===== src/rtl/fifo_flex.sv =====
// fifo_flex: parametrised synchronous show-ahead FIFO (any DEPTH >= 2) with
// occupancy count, almost flags and flush. Define FIFO_FLEX_ERR_FLAGS_EN for sticky ovf/udf flags.
module fifo_flex #(
  parameter int  WIDTH = 64,
  parameter int  DEPTH = 2,
  parameter int  AF_TH = DEPTH - 1,
  parameter int  AE_TH = 1,
  localparam int CW    = $clog2(DEPTH + 1)
) (
  input  logic             clk,
  input  logic             rst,
  input  logic             w_valid,
  input  logic [WIDTH-1:0] data_in,
  input  logic             r_ready,
  output logic [WIDTH-1:0] data_out,
  output logic             fifo_full,
  output logic             fifo_empty,
  output logic             almost_full,
  output logic             almost_empty,
  output logic [CW-1:0]    fill_count,
  input  logic             flush,
  output logic             ovf_err,
  output logic             udf_err
);

  localparam int PW = $clog2(DEPTH);

  logic [WIDTH-1:0] r_mem [DEPTH];
  logic [PW-1:0]    r_wr_ptr;
  logic [PW-1:0]    r_rd_ptr;
  logic [CW-1:0]    r_count;

  logic w_full;
  logic w_empty;
  logic w_push;
  logic w_pop;
  logic w_clear;

  // Explicit wrap so non-power-of-two depths never index past DEPTH-1.
  function automatic logic [PW-1:0] ptr_inc(input logic [PW-1:0] p);
    return (p == PW'(DEPTH - 1)) ? '0 : p + 1'b1;
  endfunction

  assign w_full  = (r_count == CW'(DEPTH));
  assign w_empty = (r_count == '0);
  assign w_push  = w_valid & ~w_full;
  assign w_pop   = r_ready & ~w_empty;
  assign w_clear = rst | flush;

  // NOTE: sequential state uses non-blocking assignments so every register
  // samples pre-edge values, independent of block ordering.
  always_ff @(posedge clk) begin
    if (w_clear) begin
      r_wr_ptr <= '0;
      r_rd_ptr <= '0;
      r_count  <= '0;
    end else begin
      if (w_push) r_wr_ptr <= ptr_inc(r_wr_ptr);
      if (w_pop)  r_rd_ptr <= ptr_inc(r_rd_ptr);
      case ({w_push, w_pop})
        2'b10:   r_count <= r_count + 1'b1;
        2'b01:   r_count <= r_count - 1'b1;
        default: r_count <= r_count;
      endcase
    end
  end

  // NOTE: the storage array has no reset; stale words are never visible
  // because data_out is forced to zero whenever the count says empty.
  always_ff @(posedge clk) begin
    if (w_push && !w_clear) r_mem[r_wr_ptr] <= data_in;
  end

  assign data_out     = w_empty ? '0 : r_mem[r_rd_ptr];
  assign fifo_full    = w_full;
  assign fifo_empty   = w_empty;
  assign almost_full  = (r_count >= CW'(AF_TH));
  assign almost_empty = (r_count <= CW'(AE_TH));
  assign fill_count   = r_count;

`ifdef FIFO_FLEX_ERR_FLAGS_EN
  logic r_ovf_err;
  logic r_udf_err;

  // Clearing wins over a same-cycle error event.
  always_ff @(posedge clk) begin
    if (w_clear) begin
      r_ovf_err <= 1'b0;
      r_udf_err <= 1'b0;
    end else begin
      if (w_valid && w_full)  r_ovf_err <= 1'b1;
      if (r_ready && w_empty) r_udf_err <= 1'b1;
    end
  end

  assign ovf_err = r_ovf_err;
  assign udf_err = r_udf_err;
`else
  assign ovf_err = 1'b0;
  assign udf_err = 1'b0;
`endif

endmodule


===== config.mk =====
export PLATFORM = sky130hd
export DESIGN_NAME = fifo_flex
export DESIGN_NICKNAME = d
export VERILOG_FILES = /design/src/rtl/fifo_flex.sv
export SDC_FILE = /design/constraint.sdc
export NUM_CORES = 1
export LEC_CHECK = 0
export BUFFER_PORTS_ARGS = -buffer_cell sky130_fd_sc_hd__buf_2
export CAP_MARGIN = 20
export CORE_UTILIZATION = 58
export CTS_BUF_LIST = sky130_fd_sc_hd__clkbuf_8
export CTS_CLUSTER_SIZE = 20
export DETAILED_ROUTE_END_ITERATION = 12
export PLACE_DENSITY = 0.95
export REMOVE_ABC_BUFFERS = 1
export SETUP_SLACK_MARGIN = 0.02
export SYNTH_ARGS = -nofsm -noshare
export SYNTH_HDL_FRONTEND = slang
export SYNTH_SLANG_ARGS = --single-unit

===== constraint.sdc =====
create_clock -name clk -period 12.2 [get_ports clk]
set_input_delay 0 -clock clk [delete_from_list [all_inputs] [get_ports clk]]
set_output_delay 0 -clock clk [all_outputs]
set_load 0.01 [all_outputs]

Yosys cells after proc, flatten, opt, wreduce, memory -nomap -nowiden

Memory sizes are Yosys's and may differ from the RTL's. A register that Yosys moved wholly into a read port is not among the register bits.
Index checks and enable logic that the tools add are counted.

Word-level logic and storage cells: 30
Input port bits: 69
Memories: 1
Memory bits (writable): 128
Register bits after elaboration: 4

Memory list:

| name  | words | bits a word | read ports | clocked after Yosys merged registers in | write ports | line | RTL |
|---|---|---|---|---|---|---|---|
| r_mem | 2     | 64          | 1          | 1                                       | 1           | 28   | `logic [WIDTH-1:0] r_mem [DEPTH];` |

$add $sub $neg: 4
Multiplexer cells: 8
Order comparisons: 2
Equal/unequal tests: 3
Reductions and logical operators: 4
Bitwise operators: 5

Operators by type and width:

| operator              | count |
|---|---|
| $mux W64              | 1 |
| $mux W1               | 6 |
| $eq A2 B2 Y1 const B  | 2 |
| $pmux W2 S2           | 1 |
| $add A1 B1 Y1 const B | 2 |
| $add A2 B1 Y2 const B | 1 |
| $and A1 B1 Y1         | 2 |
| $eq A2 B1 Y1 const B  | 1 |
| $ge A2 B1 Y1 const B  | 1 |
| $le A2 B1 Y1 const B  | 1 |
| $logic_not A2 Y1      | 1 |
| $not A1 Y1            | 2 |
| $reduce_bool A2 Y1    | 1 |
| $sub A2 B1 Y2 const B | 1 |
| $logic_and A1 B1 Y1   | 1 |
| $logic_not A1 Y1      | 1 |
| $or A1 B1 Y1          | 1 |

Depth between registers and ports, before layout

Gate-level depths: netlist of the first run.

Depth after elaboration: 6
Mapped depth: 7
Gate-level depth less buffers: 7

Least setup slack after synthesis of the first run

Ideal clock, no wire load.

Path type: flip-flop to flip-flop
From: reg r_count[0], in the netlist fill_count[0]
To: mem r_mem[1][0], enable pin
Cell stages (with the launch flop): 5
Arrival: 7.581 ns
Path buffers: 0
Required time: 11.535 ns
Path slack: 3.954 ns
Path through: dfxtp_1 -> inv_1 -> ha_1 -> nand2b_1 -> nor4b_1

Longest elaborated chain between the ends: 6

RTL lines:

| element                       | line | RTL |
|---|---|---|
| from (decl)                   | 31   | `logic [CW-1:0] r_count;` |
| from (signal assigned)        | 61   | `2'b10: r_count <= r_count + 1'b1;` |
| from (signal assigned)        | 62   | `2'b01: r_count <= r_count - 1'b1;` |
| from (signal assigned)        | 63   | `default: r_count <= r_count;` |
| $eq A2 B2 Y1                  | 44   | `assign w_full = (r_count == CW'(DEPTH));` |
| net fifo_full                 | 16   | `output logic fifo_full,` |
| $not A1 Y1                    | 46   | `assign w_push = w_valid & ~w_full;` |
| $and A1 B1 Y1                 | 46   |  |
| $logic_and A1 B1 Y1           | 71   | `if (w_push && !w_clear) r_mem[r_wr_ptr] <= data_in;` |
| $mux W1                       | 71   |  |
| $mux W1 (implied by the code) | 71   |  |
| to (decl)                     | 28   |  |

The timed path passes the listed nets, and every way through them passes these cells.

==> results.sh, run 1 <==
export IMPL_grt_pass1_vias=3256
export IMPL_worstSetupStartpointType="register"
export IMPL_crit_type="register to output port"
export IMPL_io_buffers=138
export IMPL_end_kind="output port"
export IMPL_worst_ir_drop_vdd_mv=0.1082
export IMPL_crit_arrival_ns=2.16
export IMPL_clock_sinks=133
export IMPL_syn_area_per_cell_um2=17.12
export IMPL_drive_gt1_share_pct=33.46
export IMPL_path_clk_slew_ns=0.07
export IMPL_syn_area_um2=5154
export IMPL_dp_hpwl_um=5558
export IMPL_grt_antenna_before_repair=0
export IMPL_holdWs_ns=0.08477
export IMPL_cts_buffers=17
export IMPL_setup_viol=0
export IMPL_grt_max_degree=66
export IMPL_yosysSeqAreaShare_pct=76.52
export IMPL_finalWirelength_um=10530
export IMPL_clock_latency_ns=0.40
export IMPL_cp_required_ns=12.20
export IMPL_cp_num_buf_inv=1
export IMPL_clockRootBuffer="clkbuf_8"
export IMPL_fin_skew_ns=0.009309
export IMPL_powerDensity_nw_per_um2=143.9
export IMPL_fin_crit_sh_pct=17.69
export IMPL_slew_viol_final=0
export IMPL_cts_buffer_depth=2
export IMPL_start_util_pct=59.39
export IMPL_min_path_type="input port to register"
export IMPL_nets=589
export IMPL_pwr_share_clk_pct=37.9
export IMPL_post_cts_buffers=0
export IMPL_grt_first_pass_wirelength_um=15500
export IMPL_p_sw_mw=0.2224
export IMPL_final_fill_count=462
export IMPL_yosysWarningCount=0
export IMPL_rsz0062_at_grt="no"
export IMPL_io_pins=141
export IMPL_drt_initial_drc_count=114
export IMPL_vias=3201
export IMPL_die_w_um=96.27
export IMPL_cts_tree="yes"
export IMPL_crit_family="flip-flops"
export IMPL_synth_cells=301
export IMPL_post_cts_resized=0
export IMPL_cp_slowest_cell="dfxtp_4"
export IMPL_grt_total_usage_pct=23.61
export IMPL_final_common_cell="buf_2"
export IMPL_p_int_mw=0.7818
export IMPL_drtAntennaViolNets=0
export IMPL_combPwrFrac_pct=10.5
export IMPL_cap_violations=0
export IMPL_drc=0
export IMPL_leakage_nw=2.665
export IMPL_routed_via_density=5.049
export IMPL_wl_per_cell_um=16.60
export IMPL_die_area_um2=9267
export IMPL_max_freq_mhz=463.3
export IMPL_grt_overflow=0
export IMPL_syn2layout_area_growth_pct=35.40
export IMPL_finalHoldViolCount=0
export IMPL_min_from="r_ready"
export IMPL_n_antenna_cell=0
export IMPL_htree_levels=4
export IMPL_fin_crit_ns=2.158
export IMPL_synth_seq_cells=133
export IMPL_first_pass_iters=5
export IMPL_pwr_share_seq_pct=51.6
export IMPL_final_cell_mix="buf_2, edfxtp_1, dlygate4sd3_1"
export IMPL_core_area_um2=8678
export IMPL_critPathMaxFanout=64
export IMPL_slowest_delay_ns=1.04
export IMPL_tightestPinTransition_ns=1.104
export IMPL_tns_ns=0
export IMPL_row_count=34
export IMPL_max_slew_margin_rel_pct=26.42
export IMPL_reg2reg_from="fill_count[0]"
export IMPL_synth_distinct_cells=20
export IMPL_fp_dieH_um=96.27
export IMPL_switching_share_pct=22.15
export IMPL_routabilityCongestion=0.7655
export IMPL_crit_path_cell_trace="mux2i_1 > nor2_1 > buf_2"
export IMPL_outcome="complete, no violations"
## sequential cells by signal (all words and copies together), names as in the netlist, named ones only
| signal | count |
|---|---|
| fill_count | 2 |
| r_mem | 128 |
| r_rd_ptr | 1 |
| r_wr_ptr | 1 |
## worst paths after layout
| path | slack, ns | end | cells past startpoint |
|---|---|---|---|
| worst min-delay path | 0.08 | r_rd_ptr | 4 |
| worst min register to register | 0.57 | r_rd_ptr | 2 |
| worst max register to register | 10.08 | r_mem[1][31] | 5 |
| worst max-delay path | 10.04 | data_out[17] | 3 |
## worst reg2reg max path, cell delays in order (launching register included)
cell	delay (ns)
dfxtp_1	0.40
inv_1	0.10
ha_1	0.25
nand2b_1	0.25
nor4b_2	0.28
buf_4	0.47
## power groups by stage
stage	Clock, mW	Sequential, mW	Combinational, mW
3_5_place_dp	0	0.528	0.0866
4_1_cts	0.385	0.518	0.104
2_1_floorplan	0	0.529	0.0451
6_report	0.381	0.518	0.106
3_3_place_gp	0	0.527	0.0831
5_1_grt	0.406	0.519	0.116
## cell usage after synthesis
library cell,count,area (um2)
buf_2,5,25.02
dfxtp_1,5,100.1
buf_4,2,15.01
nor3_1,4,20.02
nand2b_1,2,12.51
buf_8,6,90.09
buf_1,2,7.510
edfxtp_1,128,3844
mux2i_1,64,640.6
buf_6,1,11.26
conb_1,1,3.750
a2111oi_0,1,8.760
xnor2_1,1,8.760
nor4_1,1,6.260
ha_1,5,62.56
and2b_1,1,7.510
inv_1,3,11.26
nor2_1,65,244.0
xor2_1,3,26.28
nor4b_1,1,8.760
## stage by stage
| step | total power [mW] | setup WS, ns | instance area, um2 | cells | util (%) |
|---|---|---|---|---|---|
| 2_1_floorplan | 0.5740 | 3.954 | 5009 | 286 | - |
| 3_3_place_gp | 0.6104 | 10.24 | 5891 | 537 | 67.88 |
| 3_5_place_dp | 0.6145 | 10.14 | 5891 | 537 | 67.88 |
| 4_1_cts | 1.006 | 10.07 | 6978 | 634 | 80.41 |
| 5_1_grt | 1.042 | 9.898 | 6978 | 634 | 80.41 |
| 6_report | 1.004 | 10.04 | 6978 | 634 | 80.41 |
## metal layers
layer  vias to the layer above  global-route usage (%)  share of wire (%)
li1                       1533                       -                  -
met1                      1513                   26.68                 38
met2                       137                   42.79                 55
met3                        18                   6.319                5.4
met4                         0                   8.458                1.8
met5                         -                       0                  0
## cells by family after synthesis
group                      share of synthesized area, %
AOI/OAI and AO/OA                                0.1700
xor gates and xnor gates                         0.6799
adders and majority gates                         1.214
buffers and inverters                             3.107
DFF                                               76.52
muxes                                             12.43
other                                           0.07276
and+or+nand+nor                                   5.802
## what timing repair did
| item | in CTS | in global routing |
|---|---|---|
| setup endpoints to repair | 0 | 0 |
| hold buffers | 67 | 0 |
| hold endpoints to repair | 133 | 0 |
## final cells by class
| type | count | area, um2 | share of cell area [%] |
|---|---|---|---|
| flip-flops and latches | 133 | 3948 | 56.57 |
| repair buffers | 210 | 1399 | 20.05 |
| multi-input cells | 150 | 1069 | 15.31 |
| clock buffers | 17 | 234.0 | 3.353 |
| clock inverters | 13 | 182.7 | 2.618 |
| well taps | 108 | 135.1 | 1.937 |
| inverters | 3 | 11.26 | 0.1614 |
Power figures use the tool's default switching activity.
==> inputs of run 2 (changes only) <==
--- a/config.mk
+++ b/config.mk
@@ -7,11 +7,11 @@
 export LEC_CHECK = 0
 export BUFFER_PORTS_ARGS = -buffer_cell sky130_fd_sc_hd__buf_2
 export CAP_MARGIN = 20
-export CORE_UTILIZATION = 58
+export CORE_UTILIZATION = 54
 export CTS_BUF_LIST = sky130_fd_sc_hd__clkbuf_8
 export CTS_CLUSTER_SIZE = 20
 export DETAILED_ROUTE_END_ITERATION = 12
-export PLACE_DENSITY = 0.95
+export PLACE_DENSITY = 0.91
 export REMOVE_ABC_BUFFERS = 1
 export SETUP_SLACK_MARGIN = 0.02
 export SYNTH_ARGS = -nofsm -noshare
==> constraint.sdc (replaced) <==
create_clock -name clk -period 2.1 [get_ports clk]
set_input_delay 0 -clock clk [delete_from_list [all_inputs] [get_ports clk]]
set_output_delay 0 -clock clk [all_outputs]
set_load 0.01 [all_outputs]
==> run 2 against run 1 <==
  * Worst hold slack better by 0.011 ns
  * Sequential power grew to 5.8 times the previous value
  * Highest routed layer unchanged
  * Critical path depth is 3 higher
  * Via count is 1.3% higher
  * Clock skew is 0.00068 ns higher
  * Routed wire length is 0.12% higher
  * Global-route usage is 1.1 points lower
  * First-iteration DRC count is 21% lower
  * Critical path type is now register to register
  * Largest power group unchanged
==> results.sh, run 2 (synthesis results as in run 1) <==
export IMPL_outcome="complete, no violations"
export IMPL_start_util_pct=55.78
export IMPL_clock_latency_ns=0.41
export IMPL_fin_crit_sh_pct=97.32
export IMPL_fp_dieH_um=99.69
export IMPL_regMostFlops="r_mem"
export IMPL_fin_crit_ns=2.044
export IMPL_use_met1_pct=25.95
export IMPL_grt_max_degree=66
export IMPL_vias=3243
export IMPL_p_sw_mw=1.343
export IMPL_drt_initial_drc_count=90
export IMPL_grt_overflow=0
export IMPL_switching_share_pct=23.66
export IMPL_setup_viol=0
export IMPL_cp_required_ns=2.22
export IMPL_cts_buffer_depth=2
export IMPL_htree_levels=4
export IMPL_drive_gt1_share_pct=34.46
export IMPL_combPwrFrac_pct=11.4
export IMPL_syn2layout_area_growth_pct=37.56
export IMPL_crit_arrival_ns=2.16
export IMPL_dp_hpwl_um=5936
export IMPL_finalHoldViolCount=0
export IMPL_n_antenna_cell=0
export IMPL_slew_viol_final=0
export IMPL_routabilityCongestion=0.7896
export IMPL_grt_total_usage_pct=22.52
export IMPL_final_cell_mix="buf_2, edfxtp_1, dlygate4sd3_1"
export IMPL_fin_skew_ns=0.009989
export IMPL_final_fill_count=549
export IMPL_routed_via_density=4.891
export IMPL_worstSetupStartpointType="register"
export IMPL_cts_tree="yes"
export IMPL_critPathMaxFanout=18
export IMPL_cap_violations=0
export IMPL_tns_ns=0
export IMPL_max_freq_mhz=489.3
export IMPL_drtAntennaViolNets=0
export IMPL_cts_buffers=17
export IMPL_clock_sinks=133
export IMPL_final_common_cell="buf_2"
export IMPL_core_area_um2=9240
export IMPL_powerDensity_nw_per_um2=800.6
export IMPL_pwr_share_clk_pct=35.9
export IMPL_grt_first_pass_wirelength_um=16420
export IMPL_finalWirelength_um=10540
export IMPL_grtUsageMet2_pct=40.05
export IMPL_p_int_mw=4.333
export IMPL_wl_per_cell_um=15.90
export IMPL_die_w_um=99.69
export IMPL_leakage_nw=2.703
export IMPL_die_area_um2=9938
export IMPL_first_pass_iters=4
export IMPL_power_mw=5.676
export IMPL_path_clk_slew_ns=0.08
export IMPL_drc=0
export IMPL_row_count=35
export IMPL_worst_ir_drop_vdd_mv=0.6050
export IMPL_io_pins=141
export IMPL_end_kind="register"
export IMPL_grt_antenna_before_repair=0
export IMPL_busiest_layer="met2"
export IMPL_largest_reg_flops=128
export IMPL_grtUsageMet3_pct=6.395
export IMPL_io_buffers=138
export IMPL_clockRootBuffer="clkbuf_8"
export IMPL_min_path_type="input port to register"
export IMPL_rsz0062_at_grt="yes"
export IMPL_pwr_share_seq_pct=52.7
export IMPL_crit_type="register to register"
export IMPL_nets=595
export IMPL_grt_pass1_vias=3426
## run 2: cell types whose count changed in the layout (fill, tap and decap cells not counted), moves of 2 or more
| cell | delta |
|---|---|
| buf_12 | +4 |
| buf_6 | +2 |
| bufinv_16 | -2 |
| clkinv_4 | +2 |
## run 2: critical path, cell delays in order, from the launching register on
cell and delay, ns:
dfxtp_1 0.39, inv_1 0.11, ha_1 0.22, nand2b_1 0.26, nor4_2 0.39, buf_4 0.22, buf_12 0.16
## run 2: worst paths after layout
kind	start	endpoint	slack, ns	cells past startpoint
max	fill_count[0]	r_mem[0][41]	0.06	6
min	r_ready	r_rd_ptr	0.1	4
max reg2reg	fill_count[0]	r_mem[0][41]	0.06	6
min reg2reg	r_rd_ptr	r_rd_ptr	0.57	2
## run 2: power by group through the flow
stage          logic, mW  registers (mW)  clock network [mW]
2_1_floorplan      0.262            3.07                   0
3_3_place_gp       0.514            3.05                   0
3_5_place_dp       0.530            3.05                   0
4_1_cts            0.631            2.99                2.06
5_1_grt            0.699            3.00                2.19
6_report           0.645            2.99                2.04
## run 2: timing repair
item	4_1_cts	5_1_grt
hold buffers	67	0
endpoints found under the hold margin	133	0
buffers inserted	0	0
endpoints found under the setup margin	3	160
resized for setup	1	2
## run 2: metal layers
| metal | part of all wire [%] | vias up |
|---|---|---|
| li1 | - | 1541 |
| met1 | 39 | 1557 |
| met2 | 54 | 129 |
| met3 | 5.0 | 16 |
| met4 | 1.2 | 0 |
| met5 | 0 | - |
## run 2: stage by stage
stage	utilization [%]	instances	cell area, um2	hold slack, ns	setup WS [ns]
6_report	76.72	663	7089	0.09612	0.05627
5_1_grt	76.72	663	7089	0.07637	-0.01938
4_1_cts	76.59	663	7077	0.05624	0.05510
3_5_place_dp	65.06	564	6012	0.1914	0.05875
3_3_place_gp	65.06	564	6012	0.1893	0.1634
2_1_floorplan	-	286	5009	0.07679	-6.146
## run 2: layout make-up
cell class              instances  area [um2]  area share (%)
repair buffers                216        1501           21.18
clock buffers                  17       234.0           3.300
inverters                       3       11.26          0.1588
clock inverters                15       156.4           2.206
multi-input cells             150        1077           15.20
well taps                     129       161.4           2.277
flip-flops and latches        133        3948           55.68
